[src/rtl/fb_pkg.sv]
// Shared types and default parameters for the framebuffer write sequencer.
package fb_pkg;

    localparam int unsigned FIFO_DEPTH_DEF   = 4;
    localparam int unsigned WRITE_GAP_DEF    = 8;
    localparam int unsigned FRAME_PIXELS_DEF = 76800;
    localparam int unsigned ACK_TIMEOUT_DEF  = 64;

    localparam int unsigned PIX_W = 4;

    typedef enum logic [2:0] {
        IDLE  = 3'd0,
        ENTER = 3'd1,
        ARMED = 3'd2,
        PULSE = 3'd3,
        GAP   = 3'd4,
        EXIT  = 3'd5
    } state_t;

    // One buffered pixel: gray value plus start-of-frame marker.
    typedef struct packed {
        logic             first;
        logic [PIX_W-1:0] data;
    } pix_t;

    localparam int unsigned PIX_ENTRY_W = $bits(pix_t);

endpackage

[src/rtl/pixel_fifo.sv]
// Small synchronous FIFO holding pixels between upstream and the write FSM.
module pixel_fifo #(
    parameter int unsigned WIDTH = 5,
    parameter int unsigned DEPTH = 4
) (
    input  logic             clk,
    input  logic             rst_n,
    input  logic             push,
    input  logic             pop,
    input  logic [WIDTH-1:0] wdata,
    output logic [WIDTH-1:0] head_c,
    output logic             full,
    output logic             empty
);

    localparam int unsigned PTR_W = $clog2(DEPTH);
    localparam int unsigned CNT_W = $clog2(DEPTH + 1);

    logic [WIDTH-1:0] mem [DEPTH];
    logic [PTR_W-1:0] wr_ptr;
    logic [PTR_W-1:0] rd_ptr;
    logic [CNT_W-1:0] cnt;
    logic [CNT_W-1:0] cnt_next;
    logic             push_ok;
    logic             pop_ok;

    // A full FIFO refuses a push even when a pop happens in the same cycle.
    assign push_ok = push && !full;
    assign pop_ok  = pop && !empty;
    assign head_c  = mem[rd_ptr];

    // Next occupancy; simultaneous push and pop leaves it unchanged.
    always_comb begin
        cnt_next = cnt;
        if (push_ok && !pop_ok) begin
            cnt_next = cnt + CNT_W'(1);
        end else if (!push_ok && pop_ok) begin
            cnt_next = cnt - CNT_W'(1);
        end
    end

    // Storage array, written at the tail.
    always_ff @(posedge clk) begin
        if (push_ok) begin
            mem[wr_ptr] <= wdata;
        end
    end

    // Pointers wrap naturally since DEPTH is a power of two; flags registered.
    always_ff @(posedge clk or negedge rst_n) begin
        if (!rst_n) begin
            wr_ptr <= '0;
            rd_ptr <= '0;
            cnt    <= '0;
            full   <= 1'b0;
            empty  <= 1'b1;
        end else begin
            if (push_ok) wr_ptr <= wr_ptr + PTR_W'(1);
            if (pop_ok)  rd_ptr <= rd_ptr + PTR_W'(1);
            cnt   <= cnt_next;
            full  <= (cnt_next == CNT_W'(DEPTH));
            empty <= (cnt_next == '0);
        end
    end

endmodule

[src/rtl/fb_write_sequencer.sv]
// Sequences buffered pixels into paced write_data pulses for the framebuffer driver.
module fb_write_sequencer
    import fb_pkg::*;
#(
    parameter int unsigned FIFO_DEPTH   = FIFO_DEPTH_DEF,
    parameter int unsigned WRITE_GAP    = WRITE_GAP_DEF,
    parameter int unsigned FRAME_PIXELS = FRAME_PIXELS_DEF,
    parameter int unsigned ACK_TIMEOUT  = ACK_TIMEOUT_DEF
) (
    input  logic       clk,
    input  logic       rst_n,
    input  logic       pixel_valid,
    input  logic [3:0] pixel_data,
    input  logic       pixel_first,
    output logic       pixel_ready,
    output logic       write_mode,
    output logic [3:0] write_data_in,
    output logic       reset_write_ptr,
    output logic       write_data,
    input  logic       wrote_data,
    output logic       busy,
    output logic       frame_done,
    output logic       err_timeout
);

    localparam int unsigned AW  = $clog2(ACK_TIMEOUT + 1);
    localparam int unsigned GW  = $clog2(WRITE_GAP + 1);
    localparam int unsigned PCW = $clog2(FRAME_PIXELS + 1);

    state_t          state;
    logic [AW-1:0]   ack_cnt;
    logic [GW-1:0]   gap_cnt;
    logic            exit_cnt;
    logic [PCW-1:0]  pix_cnt;
    logic [PCW-1:0]  pix_cnt_next_c;
    logic            first_sel_c;
    logic            frame_cplt_c;
    logic            gap_last_c;
    logic            fifo_push;
    logic            fifo_pop;
    logic            fifo_full;
    logic            fifo_empty;
    pix_t            in_pix;
    pix_t            head_pix;

    assign in_pix      = '{first: pixel_first, data: pixel_data};
    assign pixel_ready = !fifo_full;
    assign fifo_push   = pixel_valid && !fifo_full;
    assign fifo_pop    = (state == ARMED) && !fifo_empty;

    pixel_fifo #(
        .WIDTH (PIX_ENTRY_W),
        .DEPTH (FIFO_DEPTH)
    ) u_fifo (
        .clk    (clk),
        .rst_n  (rst_n),
        .push   (fifo_push),
        .pop    (fifo_pop),
        .wdata  (in_pix),
        .head_c (head_pix),
        .full   (fifo_full),
        .empty  (fifo_empty)
    );

    // Pixel count after the pixel being popped (ARMED) or pulsed (PULSE).
    always_comb begin
        first_sel_c  = (state == ARMED) ? head_pix.first : reset_write_ptr;
        frame_cplt_c = (pix_cnt == PCW'(FRAME_PIXELS));
        if (first_sel_c || frame_cplt_c) begin
            pix_cnt_next_c = PCW'(1);
        end else begin
            pix_cnt_next_c = pix_cnt + PCW'(1);
        end
        // PULSE + GAP + ARMED together span WRITE_GAP cycles between pulses.
        gap_last_c = (32'(gap_cnt) + 32'd3 >= WRITE_GAP);
    end

    // Write-mode sequencer with registered outputs.
    always_ff @(posedge clk or negedge rst_n) begin
        if (!rst_n) begin
            state           <= IDLE;
            ack_cnt         <= '0;
            gap_cnt         <= '0;
            exit_cnt        <= 1'b0;
            pix_cnt         <= '0;
            write_mode      <= 1'b0;
            write_data_in   <= '0;
            reset_write_ptr <= 1'b0;
            write_data      <= 1'b0;
            busy            <= 1'b0;
            frame_done      <= 1'b0;
            err_timeout     <= 1'b0;
        end else begin
            write_data <= 1'b0;
            frame_done <= 1'b0;
            case (state)
                IDLE: begin
                    if (!fifo_empty) begin
                        state      <= ENTER;
                        ack_cnt    <= '0;
                        write_mode <= 1'b1;
                        busy       <= 1'b1;
                    end
                end
                ENTER: begin
                    if (wrote_data) begin
                        state <= ARMED;
                    end else if (ack_cnt == AW'(ACK_TIMEOUT - 1)) begin
                        state       <= EXIT;
                        exit_cnt    <= 1'b0;
                        write_mode  <= 1'b0;
                        err_timeout <= 1'b1;
                    end else begin
                        ack_cnt <= ack_cnt + AW'(1);
                    end
                end
                ARMED: begin
                    if (!fifo_empty) begin
                        state           <= PULSE;
                        write_data_in   <= head_pix.data;
                        reset_write_ptr <= head_pix.first;
                        write_data      <= 1'b1;
                        frame_done      <= (pix_cnt_next_c == PCW'(FRAME_PIXELS));
                    end else if (frame_cplt_c) begin
                        state      <= EXIT;
                        exit_cnt   <= 1'b0;
                        write_mode <= 1'b0;
                    end
                end
                PULSE: begin
                    pix_cnt <= pix_cnt_next_c;
                    gap_cnt <= '0;
                    state   <= (WRITE_GAP > 2) ? GAP : ARMED;
                end
                GAP: begin
                    if (gap_last_c) begin
                        state <= ARMED;
                    end else begin
                        gap_cnt <= gap_cnt + GW'(1);
                    end
                end
                EXIT: begin
                    if (exit_cnt) begin
                        state <= IDLE;
                        busy  <= 1'b0;
                    end else begin
                        exit_cnt <= 1'b1;
                    end
                end
                default: begin
                    state      <= IDLE;
                    write_mode <= 1'b0;
                    busy       <= 1'b0;
                end
            endcase
        end
    end

endmodule
[config.mk]
export PLATFORM = sky130hd
export DESIGN_NAME = fb_write_sequencer
export DESIGN_NICKNAME = d
export VERILOG_FILES = /design/src/rtl/fb_pkg.sv /design/src/rtl/pixel_fifo.sv /design/src/rtl/fb_write_sequencer.sv
export SDC_FILE = /design/constraint.sdc
export NUM_CORES = 1
export LEC_CHECK = 0
export CAP_MARGIN = 0
export CORE_MARGIN = 2
export CORE_UTILIZATION = 25
export DETAILED_ROUTE_END_ITERATION = 10
export PLACE_DENSITY = 0.5
export SYNTH_ARGS = -nofsm -noshare
export SYNTH_HDL_FRONTEND = slang
export SYNTH_SLANG_ARGS = --single-unit
[constraint.sdc]
create_clock -name clk -period 2.4 [get_ports clk]
set_input_delay 0.24 -clock clk [delete_from_list [all_inputs] [get_ports clk]]
set_output_delay 0.24 -clock clk [all_outputs]
set_load 0.01 [all_outputs]
==> out/results.ini <==
[detailed_routing]
drt_iter0_markers = 266
vias_per_cell = 4.91
num_vias = 2807
drc = 0
wirelength_um = 8290
drt_pass1_iterations = 4
ant_nets = 0
wl_per_cell_um = 14.5

[yosys]
ys_types = 70
synth_cells = 355
syn_nets = 375
async_flop_share_pct = 71.8
synth_edf_count = 20
netlist_area_sq_um = 3830
yosysSeqAreaShare_pct = 49.1
yosysTopAreaCellShare_pct = 32.7
netlist_top_cells_area = dfrtp_1, edfxtp_1, o21ai_0
yosysTopAreaCell = dfrtp_1
ys.flop_type = dfrtp_1
ys.warnings.count = 0
avgSynthCellArea_sq_um = 10.8
ys_ff_latch = 71

[placement]
io_buffers = 19
place_congestion = 0.794
dpl.hpwl_um = 5590

[power_and_ir_drop]
peakVddDrop_v = 0.000344
leakage_nw = 1.77
power_density_nw_per_um2 = 1010

[grt]
overflow = 0
grt_max_degree = 52
grt_pass1_vias = 2860
grt_use_total_pct = 11.1
antenna_found_initial = 0
grt_pass1_wl_um = 14400

[worst_setup_path]
required_ns = 2.60
crit_buf_inv = 0
crit_arrival_ns = 2.40
cp_top_family = simple AND/OR/NAND/NOR gates
critPathLaunchType = flop
max_stage_delay_ns = 0.46
critical_path.max_fanout = 9
critPathKind = reg2reg
crit_chain = ha_1 -> nand3_4 -> or3_1 -> mux2_1 -> o211ai_1 -> nor4_2
critPathCaptureType = flop
cp_slowest_cell = or3_1

[sta]
clock-skew-final_ns = 0.00773
tightest_slew_ns = 0.700
hold_violations = 0
setup_viol = 0
rsz0062_at_grt = no
fin_tns_setup_ns = 0
maxSlewHeadroom_pct = 53.3
max_freq_mhz = 455
period_minus_slack_ns = 2.20
finalCritPeriodShare_pct = 91.6
timing.hold.ws_ns = 0.0461
maxSlewViolCount = 0

[floorplanning]
die-area_sq_um = 16300
core.rowCount = 45
io_pins = 20
die_width_um = 128
start_util_pct = 25.4
die_height_um = 128
core_area_sq_um = 15100

[clock_network]
cts-root-buf = clkbuf_16
cts_sinks = 71
clkSlewWorstSetupHoldPaths_ns = 0.06
cts_buffer_depth = 2
clk_latency_ns = 0.33
htreeDepth = 3
post_cts.repair.setup_buffers = 0
ctsResizeCount = 0
postCtsHoldBufs = 0
numCtsBuffers = 9
cts_tree = yes

[status]
status = complete, no violations

[flow_run]
maxCapViolations = 0

[layout]
drive_gt1_share_pct = 14.6
area_delta_synth_final_pct = 18.3
n_fill_cell = 1563
diodes = 0
layout_commonest_cell = dfrtp_1
nets = 399
mostFrequentLayoutCells = dfrtp_1, nand2_1, o21ai_0, edfxtp_1, inv_1

[worst_hold_path]
hp-class = in2async

-- logic make-up after synthesis --
| logic type | after synthesis | share of synthesized area [%] |
|---|---|---|
| AO/OA/AOI/OAI | 82 | 14.0 |
| XOR/XNOR | 8 | 1.83 |
| buffers and inverters | 39 | 4.74 |
| adder cells (fa/ha/maj) | 11 | 3.60 |
| flip-flops | 71 | 49.1 |
| multiplexers | 17 | 6.83 |
| AND/OR/NAND/NOR | 127 | 19.9 |
-- cell type report --
class                      count  area, sq um  area share (%)
clock buffer                  11          243            5.36
clock inverter                 5         41.3           0.912
inverter                      19         71.3            1.58
multi-input combinational    245         1770            39.1
sequential                    71         1880            41.5
tap                          188          235            5.20
timing repair buffer          33          290            6.41
-- power breakdown --
group / internal, mW / leakage (nW) / switching, mW
logic: 0.719 / 0.789 / 0.765
clock network: 0.737 / 0.133 / 0.525
registers: 1.53 / 0.844 / 0.274
total: 2.99 / 1.77 / 1.56
-- worst register-to-register path: cells and delay by family (launching register included) --
kind | cells | cell delay (ns)
simple gates | 3 | 0.72
mux | 1 | 0.35
flops | 1 | 0.44
fa+ha+maj | 1 | 0.35
compound gates | 1 | 0.21
-- stage by stage --
stage	instance area [sq um]	setup WS [ns]	cells	util, %	total power [mW]
detailed placement	4240	0.196	556	28.1	3.34
finish	4530	0.200	572	30.0	4.55
global placement	4240	0.246	556	28.1	3.30
floorplan	3830	0.461	355	-	2.86
global route	4530	0.0442	572	30.0	4.89
CTS	4530	0.196	572	30.0	4.64
-- flip-flops by register name, summed over array words and instances (netlist names), 3 cells and up --
name and cells:
write_data_in 4, ack_cnt 7, gap_cnt 4, pix_cnt 17, state 3, u_fifo.mem 20, u_fifo.cnt 3
-- layer usage --
metal	GRT usage, %	vias up	part of all wire [%]
met1	15.1	1372	47
met2	17.6	63	48
met4	2.97	0	0.58
li1	-	1368	-
met3	3.01	4	4.4
met5	0	-	0
-- worst paths after layout --
kind,from,end,slack (ns),cells after the start
worst min register to register,ack_cnt[5]$_DFFE_PN0P_,ack_cnt[5]$_DFFE_PN0P_,0.48,1
min in group clk,ack_cnt[5]$_DFFE_PN0P_,ack_cnt[5]$_DFFE_PN0P_,0.48,1
worst max register to register,pix_cnt[1]$_DFFE_PN0P_,frame_done$_DFF_PN0_,0.20,6
worst max-delay path,pix_cnt[1]$_DFFE_PN0P_,frame_done$_DFF_PN0_,0.20,6
max in group asynchronous,rst_n,err_timeout$_DFFE_PN0P_,1.89,2
worst min-delay path,rst_n,frame_done$_DFF_PN0_,0.05,2
-- synthesized netlist by cell type, drive strengths merged (2+ instances only) --
master	instances
dfrtp	50
nand2	37
o21ai	36
edfxtp	20
inv	19
nor3	17
buf	14
nand3	14
nor2	13
ha	11
o31ai	9
mux2	8
nor4	7
clkbuf	6
nor2b	6
xnor2	6
and2	5
mux4	5
nand4	5
a21oi	4
a22oi	4
a31oi	4
and3	4
mux2i	4
a31o	3
a41oi	3
nor3b	3
nor4b	3
o211ai	3
or3	3
a211oi	2
a21boi	2
a2bb2oi	2
a311oi	2
nor4bb	2
xor2	2
No activity file was read; power rests on OpenSTA's default activity.
